<file path="src/rtl/pipelined_addsub_if.sv">
// rtl/pipelined_addsub_if.sv - Operand and result handshake bundle for pipelined_addsub
interface pipelined_addsub_if #(
   parameter int WIDTH = 11
);
   logic             in_valid;
   logic             in_ready;
   logic [WIDTH-1:0] a;
   logic [WIDTH-1:0] b;
   logic             sub;
   logic             out_valid;
   logic             out_ready;
   logic [WIDTH-1:0] s;
   logic             cout;
   logic             ovf;
   logic             zero;

   // Upstream/downstream side: drives operands and result-ready
   modport master (
      output in_valid, a, b, sub, out_ready,
      input  in_ready, out_valid, s, cout, ovf, zero
   );

   // Arithmetic block side
   modport slave (
      input  in_valid, a, b, sub, out_ready,
      output in_ready, out_valid, s, cout, ovf, zero
   );
endinterface

</file>
<file path="src/rtl/pipelined_addsub.sv">
// rtl/pipelined_addsub.sv - Elastic chunked-carry two's-complement adder/subtractor
module pipelined_addsub #(
   parameter int WIDTH  = 11,
   parameter int STAGES = 3
) (
   input  logic              clk,
   input  logic              rst_n,
   pipelined_addsub_if.slave bus
);
   // Chunk width; trailing chunks may be short or empty when WIDTH is not a multiple
   localparam int CH = (WIDTH + STAGES - 1) / STAGES;

   // Per-stage state: res holds finished sum bits low and raw A bits above
   logic [STAGES-1:0] vld_q;
   logic [WIDTH-1:0]  res_q [STAGES];
   logic [WIDTH-1:0]  opb_q [STAGES];
   logic [STAGES-1:0] cy_q;
   logic [STAGES-1:0] ovf_q;
   logic              zero_q;

   logic [STAGES-1:0] adv;
   logic [STAGES-1:0] src_vld;
   logic [STAGES-1:0] src_cy;
   logic [STAGES-1:0] src_ovf;
   logic [WIDTH-1:0]  src_res [STAGES];
   logic [WIDTH-1:0]  src_opb [STAGES];
   logic [WIDTH-1:0]  nxt_res [STAGES];
   logic [STAGES-1:0] nxt_cy;
   logic [STAGES-1:0] nxt_ovf;
   logic              nxt_zero;
   logic [WIDTH-1:0]  b_inv;

   assign b_inv = bus.b ^ {WIDTH{bus.sub}};

   // Feed of each stage: the input beat for stage 0, the previous register otherwise
   always_comb begin
      src_vld[0] = bus.in_valid;
      src_res[0] = bus.a;
      src_opb[0] = b_inv;
      src_cy[0]  = bus.sub;
      src_ovf[0] = 1'b0;
      for (int k = 1; k < STAGES; k++) begin
         src_vld[k] = vld_q[k-1];
         src_res[k] = res_q[k-1];
         src_opb[k] = opb_q[k-1];
         src_cy[k]  = cy_q[k-1];
         src_ovf[k] = ovf_q[k-1];
      end
   end

   // Ripple each stage's own chunk; overflow is resolved where the MSB is summed
   always_comb begin : chunk_add
      logic c;
      logic t;
      c = 1'b0;
      t = 1'b0;
      for (int k = 0; k < STAGES; k++) begin
         nxt_res[k] = src_res[k];
         nxt_ovf[k] = src_ovf[k];
         c = src_cy[k];
         for (int i = 0; i < WIDTH; i++) begin
            if ((i >= k * CH) && (i < (k + 1) * CH)) begin
               nxt_res[k][i] = src_res[k][i] ^ src_opb[k][i] ^ c;
               t = (src_res[k][i] & src_opb[k][i]) | (c & (src_res[k][i] ^ src_opb[k][i]));
               if (i == WIDTH - 1) begin
                  nxt_ovf[k] = c ^ t;
               end
               c = t;
            end
         end
         nxt_cy[k] = c;
      end
   end

   assign nxt_zero = (nxt_res[STAGES-1] == '0);

   // Ready chain: a stage moves when it is empty or the stage after it moves
   always_comb begin
      adv = '0;
      adv[STAGES-1] = !vld_q[STAGES-1] || bus.out_ready;
      for (int k = STAGES - 2; k >= 0; k--) begin
         adv[k] = !vld_q[k] || adv[k+1];
      end
   end

   // Stage registers; data only loads with a valid beat so the output holds when drained
   always_ff @(posedge clk) begin
      if (!rst_n) begin
         vld_q  <= '0;
         cy_q   <= '0;
         ovf_q  <= '0;
         zero_q <= 1'b0;
         for (int k = 0; k < STAGES; k++) begin
            res_q[k] <= '0;
            opb_q[k] <= '0;
         end
      end else begin
         for (int k = 0; k < STAGES; k++) begin
            if (adv[k]) begin
               vld_q[k] <= src_vld[k];
               if (src_vld[k]) begin
                  res_q[k] <= nxt_res[k];
                  opb_q[k] <= src_opb[k];
                  cy_q[k]  <= nxt_cy[k];
                  ovf_q[k] <= nxt_ovf[k];
               end
            end
         end
         if (adv[STAGES-1] && src_vld[STAGES-1]) begin
            zero_q <= nxt_zero;
         end
      end
   end

   assign bus.in_ready  = adv[0];
   assign bus.out_valid = vld_q[STAGES-1];
   assign bus.s         = res_q[STAGES-1];
   assign bus.cout      = cy_q[STAGES-1];
   assign bus.ovf       = ovf_q[STAGES-1];
   assign bus.zero      = zero_q;
endmodule
</file>
<file path="src/flat_wrapper.sv">
// flat-port wrapper written by rule: the top's interface ports become plain ports
module pipelined_addsub_flat 
#(
   parameter int WIDTH  = 11,
   parameter int STAGES = 3
)
  (clk, rst_n, bus_in_valid, bus_a, bus_b, bus_sub, bus_out_ready, bus_in_ready, bus_out_valid, bus_s, bus_cout, bus_ovf, bus_zero);
  pipelined_addsub_if #(.WIDTH(WIDTH)) bus_i ();
  input  logic clk;
  input  logic rst_n;
  input wire logic [$bits(bus_i.in_valid)-1:0] bus_in_valid;
  input wire logic [$bits(bus_i.a)-1:0] bus_a;
  input wire logic [$bits(bus_i.b)-1:0] bus_b;
  input wire logic [$bits(bus_i.sub)-1:0] bus_sub;
  input wire logic [$bits(bus_i.out_ready)-1:0] bus_out_ready;
  output wire logic [$bits(bus_i.in_ready)-1:0] bus_in_ready;
  output wire logic [$bits(bus_i.out_valid)-1:0] bus_out_valid;
  output wire logic [$bits(bus_i.s)-1:0] bus_s;
  output wire logic [$bits(bus_i.cout)-1:0] bus_cout;
  output wire logic [$bits(bus_i.ovf)-1:0] bus_ovf;
  output wire logic [$bits(bus_i.zero)-1:0] bus_zero;
  assign bus_i.in_valid = bus_in_valid;
  assign bus_i.a = bus_a;
  assign bus_i.b = bus_b;
  assign bus_i.sub = bus_sub;
  assign bus_i.out_ready = bus_out_ready;
  assign bus_in_ready = bus_i.in_ready;
  assign bus_out_valid = bus_i.out_valid;
  assign bus_s = bus_i.s;
  assign bus_cout = bus_i.cout;
  assign bus_ovf = bus_i.ovf;
  assign bus_zero = bus_i.zero;
  pipelined_addsub #(.WIDTH(WIDTH), .STAGES(STAGES)) u_core (.clk(clk), .rst_n(rst_n), .bus(bus_i));
endmodule
</file>
<file path="config.mk">
export PLATFORM = sky130hd
export DESIGN_NAME = pipelined_addsub_flat
export DESIGN_NICKNAME = d
export VERILOG_FILES = /design/src/rtl/pipelined_addsub_if.sv /design/src/rtl/pipelined_addsub.sv /design/src/flat_wrapper.sv
export SDC_FILE = /design/constraint.sdc
export NUM_CORES = 1
export LEC_CHECK = 0
export CAP_MARGIN = 15
export CELL_PAD_IN_SITES_DETAIL_PLACEMENT = 0
export CELL_PAD_IN_SITES_GLOBAL_PLACEMENT = 1
export CORE_MARGIN = 3
export CORE_UTILIZATION = 45
export CTS_CLUSTER_SIZE = 8
export DETAILED_ROUTE_END_ITERATION = 10
export DONT_BUFFER_PORTS = 1
export GPL_TIMING_DRIVEN = 0
export PLACE_DENSITY = 0.73
export SYNTH_ARGS = -nofsm -noshare
export SYNTH_HDL_FRONTEND = slang
export SYNTH_SLANG_ARGS = --single-unit
export TNS_END_PERCENT = 10
</file>
<file path="constraint.sdc">
create_clock -name clk -period 2.7 [get_ports clk]
set_clock_uncertainty 0.2 [all_clocks]
set_input_delay 0.81 -clock clk [delete_from_list [all_inputs] [get_ports clk]]
set_output_delay 0.81 -clock clk [all_outputs]
set_load 0.1 [all_outputs]
</file>
; ---- Word-level counts from Yosys, hierarchy flattened
; Memory sizes are Yosys's and may differ from the RTL's.
; Cells that the tools add are included.
[totals]
out_inout_bits = 16
reg_bits = 8
ram_bits = 66
mem_count = 2
inputBits = 27
[op_classes]
n_mux = 19
n_reduce_logical = 11
n_bitwise = 63
[mem_list]
columns = memory, words, width, read_ports, rd_ports_with_merged_regs, write_ports, line
row1 = u_core.opb_q, 3, 11, 2, 0, 3, pipelined_addsub.sv:16  ; logic [WIDTH-1:0] opb_q [STAGES];
row2 = u_core.res_q, 3, 11, 3, 0, 3, pipelined_addsub.sv:15  ; logic [WIDTH-1:0] res_q [STAGES];
[op_table]
columns = cell, n
row1 = two-way mux 11 bit, 6
row2 = XOR 1 bit, 23
row3 = AND 1 bit, 22
row4 = bitwise OR 1 bit, 17
row5 = two-way mux 1 bit, 13
row6 = logical NOT 11 bit, 1
row7 = XOR 11 bit, 1
row8 = AND reduction 2 bit, 3
row9 = logical NOT 1 bit, 3
row10 = logical OR 1 bit, 3
row11 = logical AND 1 bit, 1

; ---- Logic depth before layout (Yosys ltp)
; Gate-level depths: netlist (run 1).
[depth]
ltp_word = 10
ltp_mapped = 9
mapped_depth_nobuf = 9

; ---- Worst setup path before layout (run 1)
; Ideal clock, no wire load.
[synth_timing]
path_kind = register to register
startpoint = register u_core.vld_q[2]
endpoint = memory u_core.opb_q[0][10], enable pin
setup_time_ns = 0.378
synth_period_minus_slack_ns = 3.583
n_path_buf = 0
path_stages_with_launch = 4
required_time_ns = 2.122
t_arrival_ns = 3.005
path_slack_ns = -0.883
cell_sequence = dfxtp_1 > nand4b_1 > nand2_1 > nand2_1
[synth_lines]
columns = item, line
row1 = from (decl), pipelined_addsub.sv:14  ; logic [STAGES-1:0] vld_q;
row2 = "from (signal, indexed assignment)", pipelined_addsub.sv:100  ; vld_q[k] <= src_vld[k];
row3 = to (decl), pipelined_addsub.sv:16

==> flow_summary_export.csv, run 1 <==
group,metric,value,unit
worst_hold_path,hold_class,"reg -> reg",
route,via_per_inst,5.105,
route,drc,0,
outcome,status,"finished, final reports clean",
route,detail_route.wl_per_cell,15.55,um
logic_synthesis,ys_ff_latch,51,
setup_path,worstSetupEndpointType,"flop",
die,dieWidth,80.46,um
route,drtAntennaViolNets,0,
grt,grt_pass1_vias,1538,
final_layout,postLayoutCellArea,2753,um^2
timing,rsz0062_at_grt,"false",
timing,worst-slew-pin-transition,0.9805,ns
placed_design,dpl.hpwl,3.180,mm
setup_path,cp_max_fo,10,
clocking,post_cts_buffers,0,
final_layout,drive_gt1_share,18.54,%
setup_path,path_class,"in -> reg",
die,die-area,6474,um^2
route,routed_wl,4.275,mm
pwr,power_density,628.2,nW/um^2
placed_design,gp_congestion,0.7237,
final_layout,multiInputGateArea,845.8,um^2
logic_synthesis,syn_area,2495,um^2
grt,antenna_found_initial,0,
clocking,clk_pin_slew,0.09,ns
final_layout,seqCellArea,1453,um^2
setup_path,crit_required,2.54,ns
grt,grt_pass1_wl,7.231,mm
clocking,cts_hold_buf,0,
timing,finalWorstPathRequiredPeriod,2.611,ns
logic_synthesis,ys_seq_area_share,58.17,%
logic_synthesis,syn_nets,231,
route,drtIter0Drc,64,
timing,hold_violations,0,
final_layout,area_growth,10.33,%
setup_path,crit_arrival,2.45,ns
grt,grt_start_max_net_pins,19,
final_layout,nFillCells,478,
clocking,clock-root-buffer,"clkbuf_8",
timing,fmax,0.3829,GHz
timing,period_share,96.72,%
timing,drv_slew,0,
grt,globalRouteOverflowTotal,0,
clocking,cts_tree,"yes",
die,row_count,26,
route,dr_total_vias,1404,
clocking,post_cts_resized,0,
timing,slew_headroom,34.55,%
pwr,peakVddDrop,0.2572,mV
placed_design,dp_cells,267,
clocking,clock_path_buffers,2,
clocking,cts_inserted_buffers,5,
logic_synthesis,synth.area.top_cells,"edfxtp_1, nor3b_1, fa_1",
logic_synthesis,synth.distinct_cells,31,
logic_synthesis,yosysWarnings,0,
final_layout,fin_cells,275,
pwr,power.total,1.729,mW
logic_synthesis,yosys.area.top_type,"edfxtp_1",
clocking,numClockSinks,51,
pwr,p_leak,0.9993,nW
die,design.core.area,5238,um^2
placed_design,portBuffers,0,
logic_synthesis,synth_area_per_cell,12.86,um^2
die,start_util,47.63,%
final_layout,finish.net_count,241,
grt,grt.total_usage,14.89,%
clocking,htreeDepth,2,
flow_run,max_cap_viol_count,0,
route,drt_first_pass_iters,4,
final_layout,diodes,0,
timing,hold_ws,0.2790,ns
die,die_y,80.46,um
timing,setup_viol,0,
logic_synthesis,synth_cells,194,
setup_path,startpoint_type,"input pin",
placed_design,placed_area,2636,um^2
clocking,worst_skew_pair.late_latency,0.30,ns
die,io-pin-count,43,
logic_synthesis,synth_top_area_share,51.76,%
area by class of cell:
cell class              count  share of cell area, %
plain buffers              23                  6.182
clock buffers               8                  2.909
inverters                  21                  2.864
multi-input cells          99                  30.73
flip-flops and latches     51                  52.77
well taps                  70                  3.182
repair buffers              3                  1.364
critical path, stage by stage:
cell	delay, ns
buf_6	0.13
xnor2_2	0.15
fa_2	0.36
fa_1	0.36
inv_1	0.07
fa_1	0.41
nor3b_1	0.15
flip-flops by register name (all words and copies together), names as in the netlist:
register / count
u_core.bus.zero: 1
u_core.cy_q: 3
u_core.opb_q: 10
u_core.ovf_q: 1
u_core.res_q: 33
u_core.vld_q: 3
through the flow:
stage	setup TNS, ns	utilization (%)	worst slack, ns
2_1_floorplan	-4.378	-	-0.2229
3_3_place_gp	-7.520	49.62	-0.3850
3_5_place_dp	-0.2986	50.33	-0.2986
4_1_cts	0	51.86	0.02975
5_1_grt	0	52.56	0.007898
6_report	0	52.56	0.08852
final timing paths:
path	start	endpoint	slack, ns	cells after the start
max	bus_sub	u_core.res_q[0][3]$_SDFFCE_PN0P_	0.09	7
min	u_core.cy_q[0]$_SDFFE_PN0P_	u_core.cy_q[0]$_SDFFE_PN0P_	0.28	2
max reg2reg	u_core.opb_q[0][4]$_SDFFCE_PN0P_	u_core.res_q[0][18]$_SDFFCE_PN0P_	0.16	8
min reg2reg	u_core.cy_q[0]$_SDFFE_PN0P_	u_core.cy_q[0]$_SDFFE_PN0P_	0.28	2
synthesized netlist by cell type:
master / n
buf_6: 4
nor3_1: 14
xnor2_1: 11
nand2_1: 8
xor2_1: 1
nand3b_1: 1
a311oi_1: 1
nor3b_1: 29
o22ai_1: 1
edfxtp_1: 43
nand4b_1: 1
a211oi_1: 1
buf_4: 11
clkbuf_2: 1
clkbuf_1: 3
nor4_1: 1
buf_2: 4
mux2i_1: 2
nand4_1: 1
nor2_1: 2
or2_1: 1
fa_1: 10
inv_1: 21
o21ai_0: 2
nor4b_1: 1
a22oi_4: 1
a21oi_1: 6
nand2b_1: 1
dfxtp_1: 8
nor2b_1: 1
nand3_1: 2
cell families after synthesis:
group | count (synthesis) | synth area share (%)
AO/OA/AOI/OAI | 12 | 3.360
XOR/XNOR | 12 | 4.213
adder cells (fa/ha/maj) | 10 | 8.024
buffers and inverters | 44 | 9.729
flip-flops | 51 | 58.17
multiplexers | 2 | 0.8024
AND/OR/NAND/NOR | 63 | 15.70
where the power goes:
group	leakage, nW	internal [mW]	switching (mW)
registers	0.527	0.931	0.0409
clock network	0.0395	0.185	0.232
logic	0.433	0.116	0.225
routing by layer:
metal | share of wire, % | wire (um) | vias to the layer above | GRT usage (%)
li1 | - | - | 680 | -
met1 | 43 | 1834 | 678 | 18.20
met2 | 51 | 2182 | 42 | 25.50
met3 | 5.0 | 213 | 4 | 2.803
met4 | 1.0 | 44 | 0 | 6.588
met5 | 0 | 0 | - | 0
placed cells by master (no fill, tap or decap), types with 6 or more instances in the layout:
| master | netlist | routed |
|---|---|---|
| nand2_1 | 8 | 6 |
| xnor2_1 | 11 | 10 |
| buf_4 | 11 | 11 |
| dfxtp_1 | 8 | 7 |
| clkbuf_1 | 3 | 6 |
| edfxtp_1 | 43 | 43 |
| inv_1 | 21 | 21 |
| a21oi_1 | 6 | 6 |
| nor3b_1 | 29 | 29 |
| nor3_1 | 14 | 13 |
| fa_1 | 10 | 7 |
No activity file was read; power rests on OpenSTA's default activity.
==> run 2: changes to the inputs <==
Settings changed: REMOVE_ABC_BUFFERS from default to 1.
==> flow_summary_export.csv, run 2 (synthesis results as in run 1) <==
group,metric,value,unit
final_layout,largest_register,"u_core.res_q",
final_layout,postLayoutCellArea,2584,um^2
flow_run,max_cap_viol_count,0,
setup_path,cp_max_fo,5,
final_layout,reg_top3,"u_core.res_q: 33 flops, u_core.opb_q: 10 flops",
die,design.core.area,5238,um^2
final_layout,mostFrequentLayoutCell,"edfxtp_1",
setup_path,rr_startpoint,"u_core.vld_q[2]$_SDFFE_PN0P_",
setup_path,startpoint_type,"flop",
outcome,status,"finished, final reports clean",
die,die_y,80.46,um
die,row_count,26,
route,routed_wl,3.748,mm
grt,grt.total_usage,12.46,%
timing,drv_slew,0,
clocking,htreeDepth,2,
route,detail_route.wl_per_cell,14.81,um
route,dr_total_vias,1330,
setup_path,r2r_cells,3,
placed_design,dpl.hpwl,2.650,mm
setup_path,path_class,"reg -> out",
route,drc,0,
worst_hold_path,holdPathStages,2,
placed_design,portBuffers,0,
placed_design,placed_area,2482,um^2
setup_path,worstSetupEndpointType,"output pin",
timing,fin_ws,0.07297,ns
setup_path,path_cells,"nand4b_1 -> buf_16",
die,io-pin-count,43,
clocking,clock-root-buffer,"clkbuf_8",
setup_path,critPathMaxStageDelay,0.70,ns
final_layout,finish.net_count,219,
die,dieWidth,80.46,um
pwr,power_density,655.4,nW/um^2
setup_path,crit_required,1.69,ns
placed_design,dp_slack,-0.2348,ns
route,via_per_inst,5.257,
clocking,worst_skew_pair.late_latency,0.29,ns
clocking,cts_inserted_buffers,5,
route,drt_first_pass_iters,4,
setup_path,critPathCapture,"bus_in_ready",
final_layout,final_cell_mix,"edfxtp_1, nor3b_1, inv_1",
final_layout,post-route-util,49.33,%
timing,rsz0062_at_grt,"false",
worst_hold_path,hp-start,"u_core.cy_q[0]$_SDFFE_PN0P_",
route,drtIter0Drc,83,
grt,antenna_found_initial,0,
pwr,peakVddDrop,0.2359,mV
timing,period_share,97.30,%
worst_hold_path,hold_class,"reg -> reg",
grt,grt_start_max_net_pins,44,
final_layout,nFillCells,487,
timing,finalWorstPathRequiredPeriod,2.627,ns
final_layout,drive_gt1_share,7.650,%
grt,grt_pass1_vias,1359,
die,start_util,47.63,%
timing,fmax,0.3807,GHz
timing,worst-slew-pin-transition,1.056,ns
final_layout,largest_reg_flops,33,
clocking,cts_tree,"yes",
setup_path,r2r_end,"u_core.opb_q[0][8]$_SDFFCE_PN0P_",
placed_design,gp_congestion,0.8200,
pwr,p_leak,0.8988,nW
final_layout,area_growth,3.561,%
timing,hold_violations,0,
setup_path,r2r_slack,0.16,ns
grt,globalRouteOverflowTotal,0,
setup_path,slowest_stage,"dfxtp_2",
grt,grt_pass1_wl,6.244,mm
route,drtAntennaViolNets,0,
clocking,cts_hold_buf,0,
clocking,clock_path_buffers,2,
clocking,numClockSinks,51,
final_layout,fin_cells,253,
placed_design,dp_cells,245,
timing,slew_headroom,29.62,%
setup_path,crit_start,"u_core.vld_q[2]$_SDFFE_PN0P_",
timing,setup_viol,0,
clocking,clk_pin_slew,0.08,ns
setup_path,crit_arrival,1.62,ns
die,die-area,6474,um^2
final_layout,diodes,0,
timing,setup_tns,0,ns
## run 2: worst min-delay path by stage
stage	endpoint	slack [ns]
2_1_floorplan	u_core.cy_q[0]$_SDFFE_PN0P_	0.24
3_3_place_gp	u_core.cy_q[0]$_SDFFE_PN0P_	0.25
3_5_place_dp	u_core.cy_q[0]$_SDFFE_PN0P_	0.26
4_1_cts	u_core.cy_q[0]$_SDFFE_PN0P_	0.28
5_1_grt	u_core.cy_q[0]$_SDFFE_PN0P_	0.30
6_report	u_core.cy_q[0]$_SDFFE_PN0P_	0.28
## run 2: final cells by class
cell class | instances | area, um^2 | share of cell area [%]
Sequential cell | 51 | 1453 | 56.22
Multi-Input combinational cell | 99 | 809.5 | 31.33
Tap cell | 70 | 87.58 | 3.390
Clock buffer | 7 | 86.33 | 3.341
Inverter | 21 | 78.83 | 3.051
Timing Repair Buffer | 4 | 63.81 | 2.470
Clock inverter | 1 | 5.005 | 0.1937
## run 2: routing by layer
| metal | vias to the layer above | global-route usage [%] | part of all wire [%] |
|---|---|---|---|
| li1 | 634 | - | - |
| met1 | 637 | 16.05 | 45 |
| met2 | 50 | 20.28 | 47 |
| met5 | - | 0 | 0 |
| met3 | 9 | 3.475 | 6.4 |
| met4 | 0 | 4.054 | 1.5 |
## run 2: stage by stage
step | total power [mW] | hold slack, ns
final | 1.693 | 0.2775
after global routing | 1.777 | 0.3014
after CTS | 1.708 | 0.2757
after detailed placement | 1.276 | 0.2618
after global placement | 1.263 | 0.2464
after floorplan | 1.225 | 0.2380
## run 2: worst max-delay path, delay by kind of cell, from the launching register on
kind	cells	cell delay, ns
buffers and inverters	1	0.27
DFF	1	0.70
and+or+nand+nor	1	0.35
## run 2: report_power, final
group / switching [mW] / total, mW / leakage, nW / internal (mW)
sequential: 0.147 / 1.08 / 0.527 / 0.933
combinational: 0.0997 / 0.182 / 0.323 / 0.0828
clock: 0.225 / 0.432 / 0.0482 / 0.207
## run 2: timing repair
action / in CTS / in global routing
buffers inserted: 0 / 0
setup endpoints to repair: 62 / 2
gates resized for setup: 1 / 2
hold endpoints to repair: 0 / 0
==> run 3: changes to the inputs <==
Settings changed: SLEW_MARGIN from default to 10, TNS_END_PERCENT 10 to default.
==> flow_summary_export.csv, run 3 (synthesis results as in run 1) <==
group,metric,value,unit
outcome,status,"finished, final reports clean",
clocking,clock-root-buffer,"clkbuf_8",
clocking,cts_tree,"yes",
route,drtAntennaViolNets,0,
placed_design,placed_area,2455,um^2
placed_design,dpl.hpwl,2.563,mm
final_layout,reg_top3,"u_core.res_q: 33 flops, u_core.opb_q: 10 flops",
die,die_y,80.46,um
setup_path,path_class,"in -> reg",
final_layout,mostFrequentLayoutCell,"edfxtp_1",
route,detail_route.wl_per_cell,15.21,um
setup_path,crit_required,2.50,ns
grt,grt_start_max_net_pins,50,
flow_run,max_cap_viol_count,0,
timing,rsz0062_at_grt,"false",
timing,slew_headroom,27.58,%
die,dieWidth,80.46,um
timing,fin_ws,0.1524,ns
pwr,power_density,682.1,nW/um^2
setup_path,cp_max_fo,11,
final_layout,nFillCells,478,
pwr,p_leak,0.8974,nW
setup_path,path_buf_inv,1,
pwr,peakVddDrop,0.3000,mV
final_layout,diodes,0,
clocking,clock_path_buffers,2,
route,dr_total_vias,1305,
timing,fmax,0.3925,GHz
final_layout,drive_gt1_share,8.791,%
route,routed_wl,3.833,mm
worst_hold_path,hp-start,"u_core.cy_q[0]$_SDFFE_PN0P_",
clocking,cts_inserted_buffers,5,
grt,grt.total_usage,12.78,%
grt,grt_pass1_vias,1386,
timing,finalWorstPathRequiredPeriod,2.548,ns
setup_path,crit_arrival,2.35,ns
route,drc,0,
clocking,cts_hold_buf,0,
worst_hold_path,hold_class,"reg -> reg",
die,row_count,26,
timing,period_share,94.36,%
final_layout,largest_reg_flops,33,
setup_path,r2r_end,"u_core.res_q[0][18]$_SDFFCE_PN0P_",
clocking,worst_skew_pair.late_latency,0.30,ns
route,drt_first_pass_iters,4,
die,design.core.area,5238,um^2
grt,grt_pass1_wl,6.327,mm
setup_path,critical_path.top_delay_family,"adder cells",
clocking,htreeDepth,2,
placed_design,dp_slack,-0.2464,ns
setup_path,path_cells,"xnor2_1 -> fa_1 -> fa_1 -> inv_1 -> fa_1 -> nor3b_1",
timing,drv_slew,0,
timing,setup_viol,0,
setup_path,r2r_cells,8,
die,io-pin-count,43,
placed_design,portBuffers,0,
timing,hold_violations,0,
setup_path,cpMostUsedCell,"fa_1",
die,die-area,6474,um^2
final_layout,postLayoutCellArea,2585,um^2
worst_hold_path,holdPathStages,2,
final_layout,finish.net_count,218,
grt,globalRouteOverflowTotal,0,
route,drtIter0Drc,61,
final_layout,final_cell_mix,"edfxtp_1, nor3b_1, inv_1",
worst_hold_path,hold_path_end,"u_core.cy_q[0]$_SDFFE_PN0P_",
setup_path,worstSetupEndpointType,"flop",
setup_path,critPathMaxStageDelay,0.41,ns
clocking,clk_pin_slew,0.09,ns
setup_path,slowest_stage,"fa_1",
setup_path,rr_startpoint,"u_core.res_q[0][4]$_SDFFCE_PN0P_",
grt,antenna_found_initial,0,
setup_path,r2r_slack,0.20,ns
die,start_util,47.63,%
setup_path,startpoint_type,"input pin",
timing,worst-slew-pin-transition,1.086,ns
final_layout,largest_register,"u_core.res_q",
final_layout,area_growth,3.611,%
clocking,post_cts_buffers,0,
clocking,numClockSinks,51,
route,via_per_inst,5.179,
placed_design,gp_congestion,0.8200,
## run 3: final cells by class
type	instances	area, um^2	share of cell area, %
well taps	70	87.58	3.388
inverters	21	78.83	3.049
repair buffers	3	36.28	1.404
clock buffers	7	107.6	4.163
multi-input cells	99	814.5	31.51
clock inverters	1	5.005	0.1936
flip-flops and latches	51	1455	56.29
## run 3: report_power, final
group          internal (mW)  switching (mW)
Combinational         0.0792           0.100
Sequential             0.932           0.146
Clock                  0.263           0.243
Total                   1.27           0.489
## run 3: timing repair
action | 4_1_cts | 5_1_grt
hold endpoints to repair | 0 | 0
resized for setup | 1 | 4
pin swaps | 0 | 1
setup endpoints to repair | 62 | 2
## run 3: worst max path at each step
stage / from / end / cells past startpoint
floorplan: u_core.vld_q[2]$_SDFFE_PN0P_ / u_core.opb_q[0][10]$_SDFFCE_PN0P_ / 3
global placement: u_core.vld_q[2]$_SDFFE_PN0P_ / u_core.res_q[0][10]$_SDFFCE_PN0P_ / 3
detailed placement: u_core.vld_q[2]$_SDFFE_PN0P_ / u_core.res_q[0][1]$_SDFFCE_PN0P_ / 3
CTS: u_core.vld_q[2]$_SDFFE_PN0P_ / bus_in_ready / 2
global route: u_core.cy_q[1]$_SDFFE_PN0P_ / u_core.bus.zero$_SDFFE_PN0N_ / 9
finish: bus_sub / u_core.res_q[0][3]$_SDFFCE_PN0P_ / 6
## run 3: stage by stage
step / power, mW / instances / util, % / TNS, ns / hold slack, ns
floorplan: 1.225 / 171 / - / -17.04 / 0.2380
global placement: 1.263 / 241 / 46.18 / -31.89 / 0.2464
detailed placement: 1.270 / 244 / 46.87 / -12.07 / 0.2621
finish: 1.763 / 252 / 49.36 / 0 / 0.2767
CTS: 1.773 / 252 / 49.04 / 0 / 0.2772
global route: 1.838 / 252 / 49.36 / 0 / 0.3028
## run 3: worst min-delay path, cell delays in order (launching register included)
cell and delay [ns]:
dfxtp_1 0.32, nand2_1 0.05, mux2i_1 0.06
## run 3: metal layers
metal  wire [um]  vias up  track usage [%]
li1            -      627                -
met1        1771      626            16.13
met3         190        5            3.924
met4          52        0            4.054
met2        1819       47            20.94
met5           0        -                0
